## src/rtl/vga_timing_gen.sv

```systemverilog
// Parametrised VGA timing generator with four run-time-selectable test patterns.
// Every output is registered and describes the h/v counter state of the previous en-cycle.
`timescale 1ns/1ps
module vga_timing_gen #(
    parameter int   H_ACTIVE   = 640,
    parameter int   H_FP       = 16,
    parameter int   H_SYNC     = 96,
    parameter int   H_BP       = 48,
    parameter int   V_ACTIVE   = 480,
    parameter int   V_FP       = 10,
    parameter int   V_SYNC     = 2,
    parameter int   V_BP       = 33,
    parameter logic HS_POL     = 1'b0,
    parameter logic VS_POL     = 1'b0,
    parameter int   COLOR_BITS = 4,
    parameter int   CHK_LOG2   = 5,
    localparam int  H_TOTAL    = H_ACTIVE + H_FP + H_SYNC + H_BP,
    localparam int  V_TOTAL    = V_ACTIVE + V_FP + V_SYNC + V_BP,
    localparam int  HW         = $clog2(H_TOTAL),
    localparam int  VW         = $clog2(V_TOTAL)
) (
    input  logic                      clk,
    input  logic                      rst_n,
    input  logic                      en,
    input  logic [1:0]                mode,
    input  logic [3*COLOR_BITS-1:0]   solid_rgb,
    output logic                      hsync,
    output logic                      vsync,
    output logic                      de,
    output logic [COLOR_BITS-1:0]     r,
    output logic [COLOR_BITS-1:0]     g,
    output logic [COLOR_BITS-1:0]     b,
    output logic [HW-1:0]             x,
    output logic [VW-1:0]             y,
    output logic                      line_start,
    output logic                      frame_start
);

    typedef enum logic [1:0] {
        PAT_BARS     = 2'd0,
        PAT_CHECKER  = 2'd1,
        PAT_GRADIENT = 2'd2,
        PAT_SOLID    = 2'd3
    } pattern_t;

    localparam int            BAR_W    = H_ACTIVE / 8;
    localparam logic [HW-1:0] H_LAST   = HW'(H_TOTAL - 1);
    localparam logic [VW-1:0] V_LAST   = VW'(V_TOTAL - 1);
    localparam logic [HW-1:0] H_ACT_L  = HW'(H_ACTIVE);
    localparam logic [VW-1:0] V_ACT_L  = VW'(V_ACTIVE);
    localparam logic [HW-1:0] HS_START = HW'(H_ACTIVE + H_FP);
    localparam logic [HW-1:0] HS_END   = HW'(H_ACTIVE + H_FP + H_SYNC);
    localparam logic [VW-1:0] VS_START = VW'(V_ACTIVE + V_FP);
    localparam logic [VW-1:0] VS_END   = VW'(V_ACTIVE + V_FP + V_SYNC);
    localparam logic [HW-1:0] BAR_LAST = HW'(BAR_W - 1);

    logic [HW-1:0]         r_h;
    logic [VW-1:0]         r_v;
    logic [7:0]            r_frame_cnt;
    pattern_t              r_mode;
    logic [2:0]            r_bar;
    logic [HW-1:0]         r_bar_px;

    logic                  w_h_wrap;
    logic                  w_v_wrap;
    logic                  w_origin;
    logic                  w_de;
    logic                  w_chk;
    pattern_t              w_mode;
    logic [COLOR_BITS-1:0] w_r;
    logic [COLOR_BITS-1:0] w_g;
    logic [COLOR_BITS-1:0] w_b;

    always_comb begin
        w_h_wrap = (r_h == H_LAST);
        w_v_wrap = (r_v == V_LAST);
        w_origin = (r_h == '0) && (r_v == '0);
        // The mode sampled at the origin already governs the origin pixel itself.
        w_mode   = w_origin ? pattern_t'(mode) : r_mode;
        w_de     = (r_h < H_ACT_L) && (r_v < V_ACT_L);
        w_chk    = 1'(r_h >> CHK_LOG2) ^ 1'(r_v >> CHK_LOG2);
        w_r      = '0;
        w_g      = '0;
        w_b      = '0;
        case (w_mode)
            PAT_BARS: begin
                w_r = {COLOR_BITS{r_bar[2]}};
                w_g = {COLOR_BITS{r_bar[1]}};
                w_b = {COLOR_BITS{r_bar[0]}};
            end
            PAT_CHECKER: begin
                w_r = {COLOR_BITS{w_chk}};
                w_g = {COLOR_BITS{w_chk}};
                w_b = {COLOR_BITS{w_chk}};
            end
            PAT_GRADIENT: begin
                w_r = COLOR_BITS'(r_h >> 2);
                w_g = COLOR_BITS'(r_v >> 2);
                w_b = r_frame_cnt[7 -: COLOR_BITS];
            end
            PAT_SOLID: begin
                {w_r, w_g, w_b} = solid_rgb;
            end
        endcase
        if (!w_de) begin
            w_r = '0;
            w_g = '0;
            w_b = '0;
        end
    end

    always_ff @(posedge clk or negedge rst_n) begin
        if (!rst_n) begin
            r_h         <= '0;
            r_v         <= '0;
            r_frame_cnt <= '0;
            r_mode      <= PAT_BARS;
            r_bar       <= '0;
            r_bar_px    <= '0;
            hsync       <= ~HS_POL;
            vsync       <= ~VS_POL;
            de          <= 1'b0;
            r           <= '0;
            g           <= '0;
            b           <= '0;
            x           <= '0;
            y           <= '0;
            line_start  <= 1'b0;
            frame_start <= 1'b0;
        end else if (en) begin
            r_h <= w_h_wrap ? '0 : r_h + HW'(1);
            if (w_h_wrap) begin
                r_v <= w_v_wrap ? '0 : r_v + VW'(1);
            end
            if (w_h_wrap && w_v_wrap) begin
                r_frame_cnt <= r_frame_cnt + 8'd1;
            end
            if (w_origin) begin
                r_mode <= w_mode;
            end

            // Bar index tracks h by counting pixels within each bar instead of dividing.
            if (w_h_wrap) begin
                r_bar    <= '0;
                r_bar_px <= '0;
            end else if (r_bar_px == BAR_LAST) begin
                r_bar    <= r_bar + 3'd1;
                r_bar_px <= '0;
            end else begin
                r_bar_px <= r_bar_px + HW'(1);
            end

            hsync       <= ((r_h >= HS_START) && (r_h < HS_END)) ? HS_POL : ~HS_POL;
            vsync       <= ((r_v >= VS_START) && (r_v < VS_END)) ? VS_POL : ~VS_POL;
            de          <= w_de;
            r           <= w_r;
            g           <= w_g;
            b           <= w_b;
            x           <= r_h;
            y           <= r_v;
            line_start  <= (r_h == '0);
            frame_start <= w_origin;
        end
    end

endmodule

```

## config.mk

```make
export PLATFORM = sky130hd
export DESIGN_NAME = vga_timing_gen
export DESIGN_NICKNAME = d
export VERILOG_FILES = /design/src/rtl/vga_timing_gen.sv
export SDC_FILE = /design/constraint.sdc
export NUM_CORES = 1
export LEC_CHECK = 0
export CAP_MARGIN = 10
export CORE_MARGIN = 2
export CORE_UTILIZATION = 45
export DETAILED_ROUTE_END_ITERATION = 7
export GPL_TIMING_DRIVEN = 1
export HOLD_SLACK_MARGIN = 0.15
export PLACE_DENSITY = 0.7
export SLEW_MARGIN = 10
export SYNTH_ARGS = -nofsm -noshare
export SYNTH_HDL_FRONTEND = slang
export SYNTH_SLANG_ARGS = --single-unit
```

## constraint.sdc

```tcl
create_clock -name clk -period 2.3 [get_ports clk]
set_clock_uncertainty 0.05 [all_clocks]
set_input_delay 0.46 -clock clk [delete_from_list [all_inputs] [get_ports clk]]
set_output_delay 0.46 -clock clk [all_outputs]
set_load 0.02 [all_outputs]
```

# Word level (Yosys, flattened, before mapping)

Cells that the tools add are included.

Register bits after elaboration: 80
Input bits: 17
Output and inout port bits: 37

Magnitude comparators: 6
Reduce and logical (&&, ||, !) cells: 13
Eq/ne operators: 6
Bitwise logic cells: 1
$add $sub $neg: 5
Mux-type cells: 15

Operators by type and width:

| cell                                                                                  | count |
|---|---|
| 4-bit one-hot mux with 4 select lines                                                 | 3 |
| 10-bit 2-to-1 mux                                                                     | 4 |
| 10-bit by 1-bit adder with 10-bit output (second input constant)                      | 3 |
| 10-bit equality test (second input constant)                                          | 2 |
| 10-bit logical NOT                                                                    | 2 |
| 10-bit < comparator (second input constant)                                           | 2 |
| 10-bit by 9-bit < comparator with 1-bit output (second input constant)                | 2 |
| 4-bit 2-to-1 mux                                                                      | 3 |
| 10-bit by 7-bit equality test with 1-bit output (second input constant)               | 1 |
| 10-bit greater-or-equal comparator (second input constant)                            | 1 |
| 10-bit by 9-bit greater-or-equal comparator with 1-bit output (second input constant) | 1 |
| 8-bit by 1-bit adder with 8-bit output (second input constant)                        | 1 |
| 2-bit AND reduction                                                                   | 4 |
| 3-bit 2-to-1 mux                                                                      | 2 |
| 1-bit logical AND                                                                     | 5 |
| 2-bit equality test (second input constant)                                           | 2 |
| 3-bit by 1-bit adder with 3-bit output (second input constant)                        | 1 |
| 2-bit by 1-bit equality test with 1-bit output (second input constant)                | 1 |
| 2-bit logical NOT                                                                     | 1 |
| 1-bit 2-to-1 mux                                                                      | 2 |
| 2-bit 2-to-1 mux                                                                      | 1 |
| 2-bit nonzero test                                                                    | 1 |
| 1-bit XOR                                                                             | 1 |

# Logic depth before layout (Yosys ltp)

Gate-level depths: netlist of run 1.

Depth in word-level cells: 6
Mapped depth: 9

# Worst setup path after synthesis of run 1

No wires, ideal clock.

Kind: register to register
From: reg r_h[7]
To: reg r_v[7]
Data required time: 2.185 ns
Setup time: 0.065 ns
Data arrival time: 2.079 ns
Stages on the path, launching flop included: 7
Slack: 0.106 ns
Cell sequence: dfrtp_1 > or3_4 > nor4_4 > nand2_1 > or4_4 > or4_1 > nand2_1

Word-level cells in the longest chain between the ends: 2

Ends and longest elaborated chain:

| item                                 | RTL line | RTL |
|---|---|---|
| from (decl)                          | 57       | `logic [HW-1:0] r_h;` |
| from (signal assigned)               | 131      | `r_h <= w_h_wrap ? '0 : r_h + HW'(1);` |
| 10-bit equality test                 | 75       | `w_h_wrap = (r_h == H_LAST);` |
| 2-bit AND reduction (no source line) | -        |  |
| to (signal assigned)                 | 133      | `r_v <= w_v_wrap ? '0 : r_v + VW'(1);` |
| to (decl)                            | 58       | `logic [VW-1:0] r_v;` |

No other way between the ends.
A chain may end at the register's enable or synchronous reset.

# Worst setup path in the final report of run 1

From: reg r_h[0]
To: reg r_v[7]

The elaborated chain is that of the path after synthesis.

==> impl_metrics.toml, run 1 <==
[sta]
slew_headroom_pct = 64.2
timing.final.crit_share_pct = 98.7
timing.final.ws_setup_ps = 31.0
rsz0062_at_grt = "yes"
tightestPinTransition_ps = 536
final_hold_viol_count = 0
report.final.setup_viol = 0
final_max_slew_viol_count = 0
period_minus_slack_ps = 2270
max_freq_ghz = 0.441

[logic_synthesis]
synth_nets = 394
netlist_instances = 370
synth_largest_area_cell = "dfrtp_1"
async_reset_ff_share_pct = 100
post-synth-top-area-fraction_pct = 50.0
syn_avg_cell_area_um2 = 10.5
synth_ff_type = "dfrtp_1"
yosys_reg_bits = 80
yosysUniqueCellTypes = 54
synthTopCellsByArea = "dfrtp_1 (50%), mux2_2 (6.3%), xnor2_1 (2.9%), nand2_1 (2.9%), nor2_1 (2.7%)"
synth_seq_area_share_pct = 51.4
syn_area_um2 = 3900
synth-edff-count = 0
yosysWarningCount = 0

[cts]
clock_insertion_delay_worst_skew_ps = 360
tritoncts.num_buffers = 9
cts_root_buf = "clkbuf_8"
cts.htree.levels = 3
cts.clk_slew.worst_paths_ps = 80
cts.sink_count = 80
cts-root-to-sink-buffers = 2
cts_tree = "done"

[final_layout]
inserted_diodes = 0
area_delta_synth_final_pct = 34.1
post_route_cells_drive_above_1_share_pct = 23.8
finish.net_count = 495

[worst_setup_path]
setup.worst_path.start = "r_h[0]$_DFFE_PN0P_"
timing.reg2reg.setup_slack_ps = 30
timing_worst_setup_path_type = "reg2reg"
critPathCaptureType = "flop"
timing.critical_path.arrival_ps = 2520
slowest_stage = "or4_4"
setup.worst_path.start_class = "flop"
crit_family = "simple AND/OR/NAND/NOR gates"
crit_top_cell = "nand2_1"
crit_fanout = 3
reg2reg_to = "r_v[7]$_DFFE_PN0P_"
worst_reg_to_reg_path_cell_count = 8
cp.buffers_inverters = 1
critical_path.reg2reg.startpoint = "r_h[0]$_DFFE_PN0P_"
critPathRequiredTime_ps = 2550
crit_chain = "buf_6 > ha_4 > nand4_1 > nor4_4 > nand2_1 > or4_4 > or4_1 > nand2_1"
critical_path.max_stage_delay_ps = 430

[status]
outcome = "finished clean"

[route]
vias_per_cell = 5.47
drt_pass1_iterations = 4
detail-route-antenna-nets = 0
drc = 0
mean_routed_wirelength_per_cell_um = 16.1
drt_iter0_markers = 111
detail_route.wirelength_um = 9310
route.vias.total = 3170

[worst_hold_path]
whs_path_depth = 1
hold_path_class = "reg2reg"
min_from = "r_frame_cnt[7]$_DFFE_PN0P_"
worst_hold_path.endpoint = "r_frame_cnt[7]$_DFFE_PN0P_"

[die]
floorplan_die_area_um2 = 9430
initial_utilization_pct = 47.0
io-pin-count = 54
rows = 33
floorplan.die.height_um = 97.1
core_region_area_um2 = 8300
die-width_um = 97.1

[power_and_ir_drop]
ir_drop_uv = 532
post-layout-total-power_mw = 4.86
total_leakage_power_nw = 2.33
power.density_nw_per_um2 = 929

[global_routing]
gr-total-overflow = 0
via_count_of_the_first_global_routing_pass = 3265
antenna_found_initial = 0
grt_first_pass_wirelength_um = 15800
largest_net_degree_at_the_start_of_global_routing = 43
grt_use_total_pct = 20.6

[job]
drv_cap = 0

[placed_design]
globalplace.congestion = 0.929
place_worst_setup_slack_ps = -177
dp.final_hpwl_um = 6750
place.port_buffers = 53
-- per-stage QoR --
| step | hold slack, ps | std cells | instance area, µm² | util, % | TNS, ps |
|---|---|---|---|---|---|
| 4_1_cts | 427 | 576 | 5100 | 61.5 | 0 |
| 6_report | 426 | 580 | 5230 | 63.1 | 0 |
| 3_5_place_dp | 309 | 560 | 4850 | 58.5 | -2250 |
| 2_1_floorplan | 114 | 370 | 3900 | - | 0 |
| 3_3_place_gp | 301 | 560 | 4850 | 58.5 | -1310 |
| 5_1_grt | 434 | 580 | 5230 | 63.1 | -99.9 |
-- power by group --
group	leakage [nW]	switching, mW	internal [mW]
sequential	1.04	0.235	1.67
combinational	1.18	0.885	0.830
clock	0.117	0.499	0.746
-- metal layers --
metal  wire length, µm  global-route usage, %  up-vias
li1                  -                      -     1522
met1              4320                   28.4     1552
met2              4430                   32.8       84
met3               417                   3.31       12
met4               138                   8.34        0
met5                 0                      0        -
-- cell usage after synthesis, types with 2 or more instances --
master,number
and4_1,2
clkbuf_1,10
and2_1,2
nor2_1,28
xor2_1,11
nor4_1,3
a21o_1,3
nor2b_1,5
o2bb2ai_1,8
buf_2,3
or4_4,2
o21ai_1,10
mux2_1,2
dfstp_2,2
dfrtp_1,78
xnor2_1,13
buf_1,2
a22o_1,4
nand2b_1,5
mux2_2,22
o21ai_0,9
inv_1,16
a211oi_1,6
ha_1,7
nand2_1,30
o211ai_1,4
and3_1,5
nand3_1,20
o31ai_1,2
nand4_1,12
nor3b_1,3
a221oi_1,2
mux2i_1,4
or4_1,3
a21oi_1,7
nor3_1,7
-- registers in the layout, summed over array words and instances (netlist names), 4 cells and up --
signal,flops
g,4
r_bar_px,10
y,10
x,10
r_frame_cnt,8
r_h,10
r_v,10
b,4
r,4
-- worst max-delay path by stage --
stage | end | cells past startpoint | slack (ps)
global route | r_v[7]$_DFFE_PN0P_ | 8 | -70
global placement | r_v[7]$_DFFE_PN0P_ | 7 | -150
finish | r_v[7]$_DFFE_PN0P_ | 8 | 30
floorplan | r_v[7]$_DFFE_PN0P_ | 6 | 110
detailed placement | r_v[7]$_DFFE_PN0P_ | 7 | -180
CTS | g[1]$_DFFE_PN0P_ | 9 | 7
-- cell type report --
cell class,instances,area (µm²)
clock inverter,3,90.1
timing repair buffer,105,928
sequential,80,2010
clock buffer,12,145
inverter,17,63.8
tap,105,131
multi-input combinational,258,1870
fill,681,3070
-- timing repair --
| item | CTS | global route |
|---|---|---|
| hold buffers | 1 | 0 |
| endpoints found under the setup margin | 0 | 16 |
| resized for setup | 0 | 22 |
| setup buffers | 0 | 4 |
| hold endpoints to repair | 16 | 0 |
-- logic make-up (layout without fill, tap and decap cells) --
family                     Yosys count  count (layout)  synth area share, %
buffers and inverters               32             137                 3.17
DFF                                 80              80                 51.4
AOI/OAI and AO/OA                   62              62                 10.8
adders and majority gates            7               7                 2.24
and+or+nand+nor                    137             137                 19.0
xor gates and xnor gates            24              24                 5.39
muxes                               28              28                 7.95
-- cell usage in the layout, fill, tap and decap left out, types with 5 or more instances in the layout --
cell type	count
clkdlybuf4s50_1	52
nand3_1	18
xor2_1	11
o21ai_1	9
nor2_1	27
nand2b_1	5
clkbuf_8	10
nor3_1	7
nand2_1	29
and3_1	5
a21oi_1	7
o21ai_0	9
dfrtp_1	77
xnor2_1	13
a211oi_1	5
o2bb2ai_1	8
buf_4	50
mux2_2	22
nand4_1	12
inv_1	16
ha_1	6
(Power assumes the default switching activity.)
==> run 2: changes to the inputs <==
PLACE_DENSITY = 0.77   (was 0.7)
==> run 2 against run 1 <==
Design area down 4.2%. Flip-flop and latch count stayed put. Via count decreased by 0.73%. Combinational power is 9% lower. Clock power decreased by 30%. Clock-buffer cell count up 2. Critical endpoint is now b[1]$_DFFE_PN0P_. Largest cell class unchanged.
==> impl_metrics.toml, run 2 (synthesized netlist as in run 1, its figures left out) <==
[status]
outcome = "finished clean"

[power_and_ir_drop]
intPower_mw = 2.82
p_seq_share_pct = 43.9
power.density_nw_per_um2 = 867
ir_drop_uv = 475
power_switching_share_pct = 35.0
total_leakage_power_nw = 2.23
p_sw_mw = 1.52
power.clock.fraction_pct = 20.2
post-layout-total-power_mw = 4.35
combPwrFrac_pct = 36.0

[route]
route.vias.total = 3147
mean_routed_wirelength_per_cell_um = 15.7
detail-route-antenna-nets = 0
drt_iter0_markers = 150
detail_route.wirelength_um = 8930
drc = 0
drt_pass1_iterations = 4
vias_per_cell = 5.52

[final_layout]
final_area_um2 = 5010
mostFrequentLayoutCell = "dfrtp_1"
area_delta_synth_final_pct = 28.5
inserted_diodes = 0
post_route_cells_drive_above_1_share_pct = 20.2
finish.net_count = 484
mostFrequentLayoutCells = "dfrtp_1 (78), clkdlybuf4s50_1 (52), buf_4 (40)"

[worst_setup_path]
timing_worst_setup_path_type = "reg2reg"
crit_fanout = 6
critPathCaptureType = "flop"
timing.critical_path.arrival_ps = 2440
crit_chain = "inv_1 > ha_1 > nor3b_2 > nand4_1 > buf_4 > o2111a_1 > nor3b_1 > buf_4 > o21a_1 > a22o_1"
slowest_stage = "dfrtp_1"
setup.worst_path.start_class = "flop"
critPathRequiredTime_ps = 2550
critical_path.max_stage_delay_ps = 420
crit_top_cell = "buf_4"

[global_routing]
antenna_found_initial = 0
via_count_of_the_first_global_routing_pass = 3234
grt_use_total_pct = 20.2
largest_net_degree_at_the_start_of_global_routing = 50
gr-total-overflow = 0
grt_first_pass_wirelength_um = 15500

[cts]
cts_tree = "done"
cts.sink_count = 80
cts_root_buf = "clkbuf_8"
clock_insertion_delay_worst_skew_ps = 360
tritoncts.num_buffers = 9
cts-root-to-sink-buffers = 2
cts.htree.levels = 3
cts.clk_slew.worst_paths_ps = 80

[sta]
period_minus_slack_ps = 2190
slew_headroom_pct = 69.9
final_hold_viol_count = 0
timing.final.crit_share_pct = 95.4
report.final.setup_viol = 0
final_max_slew_viol_count = 0
max_freq_ghz = 0.456
rsz0062_at_grt = "yes"
tightestPinTransition_ps = 450

[job]
drv_cap = 0

[die]
floorplan_die_area_um2 = 9430
die-width_um = 97.1
io-pin-count = 54
rows = 33
initial_utilization_pct = 47.0
core_region_area_um2 = 8300
floorplan.die.height_um = 97.1

[placed_design]
globalplace.congestion = 0.948
place.port_buffers = 53
dp.final_hpwl_um = 6510
dpl_cell_area_um2 = 4800

[worst_hold_path]
hold_path_class = "reg2reg"
==> run 2: layout make-up <==
cell class,count,area [µm²]
inverter,17,63.8
sequential,80,2000
fill,682,3290
clock inverter,2,10.0
timing repair buffer,94,851
tap,105,131
multi-input combinational,258,1810
clock buffer,14,143
==> run 2: layer usage <==
| metal | track usage, % | share of wire, % |
|---|---|---|
| met1 | 27.1 | 46 |
| met2 | 32.4 | 48 |
| met3 | 4.68 | 4.6 |
| met4 | 6.72 | 1.3 |
| met5 | 0 | 0 |
==> run 2: power groups by stage <==
stage                     clock [mW]  sequential [mW]  combinational, mW
final                          0.877             1.91               1.56
after global routing           0.936             1.94               1.71
after CTS                      0.894             1.90               1.57
after detailed placement           0             1.93               1.54
after global placement             0             1.92               1.51
after floorplan                    0             2.05              0.725
==> run 2: critical path, delay by kind of cell (launching register included) <==
| kind | cells | cell delay [ps] |
|---|---|---|
| buffers and inverters | 3 | 430 |
| flip-flops | 1 | 420 |
| AND/OR/NAND/NOR | 3 | 520 |
| adder cells (fa/ha/maj) | 1 | 140 |
| AO/OA/AOI/OAI | 3 | 580 |
==> run 2: per-stage QoR <==
stage	setup slack (ps)	util (%)	instances	hold slack, ps	TNS [ps]
after detailed placement	-164	57.8	551	375	-797
final	105	60.4	570	438	0
after global placement	-139	57.8	551	374	-438
after global routing	-22.5	60.4	570	440	-24.4
after floorplan	106	-	370	114	0
after CTS	2.84	60.0	569	435	0
==> run 2: final timing paths <==
path | start | depth (start not counted) | slack (ps) | endpoint
min reg2reg | de$_DFFE_PN0P_ | 1 | 440 | de$_DFFE_PN0P_
min in group asynchronous | rst_n | 2 | 530 | y[6]$_DFFE_PN0P_
min | de$_DFFE_PN0P_ | 1 | 440 | de$_DFFE_PN0P_
max | r_h[1]$_DFFE_PN0P_ | 10 | 110 | b[1]$_DFFE_PN0P_
max reg2reg | r_h[1]$_DFFE_PN0P_ | 10 | 110 | b[1]$_DFFE_PN0P_
max in group asynchronous | rst_n | 3 | 1040 | hsync$_DFFE_PN1P_
==> run 2: repair_timing <==
item	in CTS	in global routing
hold endpoints to repair	30	0
gates resized for setup	2	8
buffers inserted	1	1
pin swaps	1	2
hold buffers	1	0
endpoints found under the setup margin	8	19
==> run 3: changes to the inputs <==
CAP_MARGIN = not set   (was 10)
CORE_MARGIN = not set   (was 2)
==> run 3 against run 2 <==
Design area rose by 3.5%. Largest power group unchanged. Sequential power barely moved. Non-clock buffer count rose by 8.
==> impl_metrics.toml, run 3 (synthesized netlist as in run 1, its figures left out) <==
[die]
floorplan.die.height_um = 95.1
floorplan_die_area_um2 = 9050
io-pin-count = 54
rows = 33
initial_utilization_pct = 47.0
core_region_area_um2 = 8300
die-width_um = 95.1

[worst_hold_path]
hold_path_class = "reg2reg"
whs_path_depth = 1
min_from = "de$_DFFE_PN0P_"
worst_hold_path.endpoint = "de$_DFFE_PN0P_"

[power_and_ir_drop]
ir_drop_uv = 529
power.density_nw_per_um2 = 899
post-layout-total-power_mw = 4.67
total_leakage_power_nw = 2.31

[worst_setup_path]
critical_path.max_stage_delay_ps = 440
critical_path.reg2reg.startpoint = "r_h[0]$_DFFE_PN0P_"
timing.reg2reg.setup_slack_ps = 10
critPathRequiredTime_ps = 2540
timing.critical_path.arrival_ps = 2530
crit_top_cell = "nand2_1"
cp.buffers_inverters = 1
worst_reg_to_reg_path_cell_count = 8
timing_worst_setup_path_type = "reg2reg"
crit_fanout = 3
crit_family = "simple AND/OR/NAND/NOR gates"
slowest_stage = "or4_4"
critPathCaptureType = "flop"
reg2reg_to = "r_v[7]$_DFFE_PN0P_"
crit_chain = "buf_6 > ha_4 > nand4_1 > nor4_4 > nand2_1 > or4_4 > or4_1 > nand2_1"
setup.worst_path.start_class = "flop"

[final_layout]
final_core_utilization_pct = 62.6
inserted_diodes = 0
post_route_cells_drive_above_1_share_pct = 23.9
area_delta_synth_final_pct = 33.0
finish.net_count = 492
mostFrequentLayoutCells = "dfrtp_1 (78), clkdlybuf4s50_1 (52), buf_4 (46)"
mostFrequentLayoutCell = "dfrtp_1"

[sta]
setup_total_negative_slack_ps = 0
final_max_slew_viol_count = 0
max_freq_ghz = 0.437
slew_headroom_pct = 68.0
hold_worst_slack_ps = 431
rsz0062_at_grt = "yes"
timing.final.ws_setup_ps = 11.9
final_hold_viol_count = 0
tightestPinTransition_ps = 478
timing.final.crit_share_pct = 99.5
period_minus_slack_ps = 2290
report.final.setup_viol = 0

[placed_design]
globalplace.congestion = 0.889
place_worst_setup_slack_ps = -191
place.port_buffers = 53
dp.final_hpwl_um = 6470

[global_routing]
largest_net_degree_at_the_start_of_global_routing = 55
globalRouteMet3Util_pct = 3.27
gr-total-overflow = 0
grt_use_total_pct = 21.5
grt_first_pass_wirelength_um = 15000
busiest_grt_layer = "met2"
grt.met1_usage_pct = 30.2
antenna_found_initial = 0
groute.layer.met2.usage_pct = 33.5
via_count_of_the_first_global_routing_pass = 3094

[route]
detail_route.wirelength_um = 9210
mean_routed_wirelength_per_cell_um = 16.0
detail-route-antenna-nets = 0
drc = 0
drt_pass1_iterations = 4
vias_per_cell = 5.56
drt_iter0_markers = 150
route.vias.total = 3209

[cts]
cts.htree.levels = 3
cts-root-to-sink-buffers = 2
clock_insertion_delay_worst_skew_ps = 350
cts.clk_slew.worst_paths_ps = 70
cts_tree = "done"
cts_root_buf = "clkbuf_8"
tritoncts.num_buffers = 9
cts.sink_count = 80

[status]
outcome = "finished clean"

[job]
drv_cap = 0
[run 3: layout make-up]
type,count,area [µm²]
clock buffer,11,131
clock inverter,4,70.1
fill,677,3110
inverter,17,63.8
multi-input combinational,258,1870
sequential,80,2000
tap,105,131
timing repair buffer,102,918
[run 3: per-stage QoR]
| step | cells | area, µm² |
|---|---|---|
| after floorplan | 370 | 3900 |
| after global placement | 555 | 4830 |
| after detailed placement | 555 | 4830 |
| after CTS | 571 | 5050 |
| after global routing | 577 | 5190 |
| final | 577 | 5190 |
[run 3: timing repair]
item / CTS / global route
gates resized for setup: 1 / 23
pin swaps: 0 / 6
hold buffers: 1 / 0
cloned: 0 / 0
endpoints found under the setup margin: 3 / 26
hold endpoints to repair: 26 / 0
setup buffers: 0 / 6
[run 3: per-layer routing]
metal,share of wire (%),wire length [µm],up-vias
li1,-,-,1526
met1,46,4230,1586
met2,48,4410,86
met3,4.9,450,11
met4,1.3,121,0
met5,0,0,-
[run 3: worst max-delay path by stage]
stage,cells past startpoint,start,slack (ps),endpoint
floorplan,6,r_h[7]$_DFFE_PN0P_,110,r_v[7]$_DFFE_PN0P_
global placement,7,en,-180,r_v[7]$_DFFE_PN0P_
finish,8,r_h[0]$_DFFE_PN0P_,10,r_v[7]$_DFFE_PN0P_
CTS,8,r_h[0]$_DFFE_PN0P_,30,r_frame_cnt[7]$_DFFE_PN0P_
global route,8,r_h[0]$_DFFE_PN0P_,-100,r_v[7]$_DFFE_PN0P_
detailed placement,7,en,-190,r_frame_cnt[7]$_DFFE_PN0P_
[run 3: where the power goes]
part	internal, mW	total [mW]	leakage (nW)	switching [mW]
sequential	1.67	1.92	1.04	0.250
combinational	0.803	1.66	1.16	0.857
clock	0.603	1.09	0.103	0.485
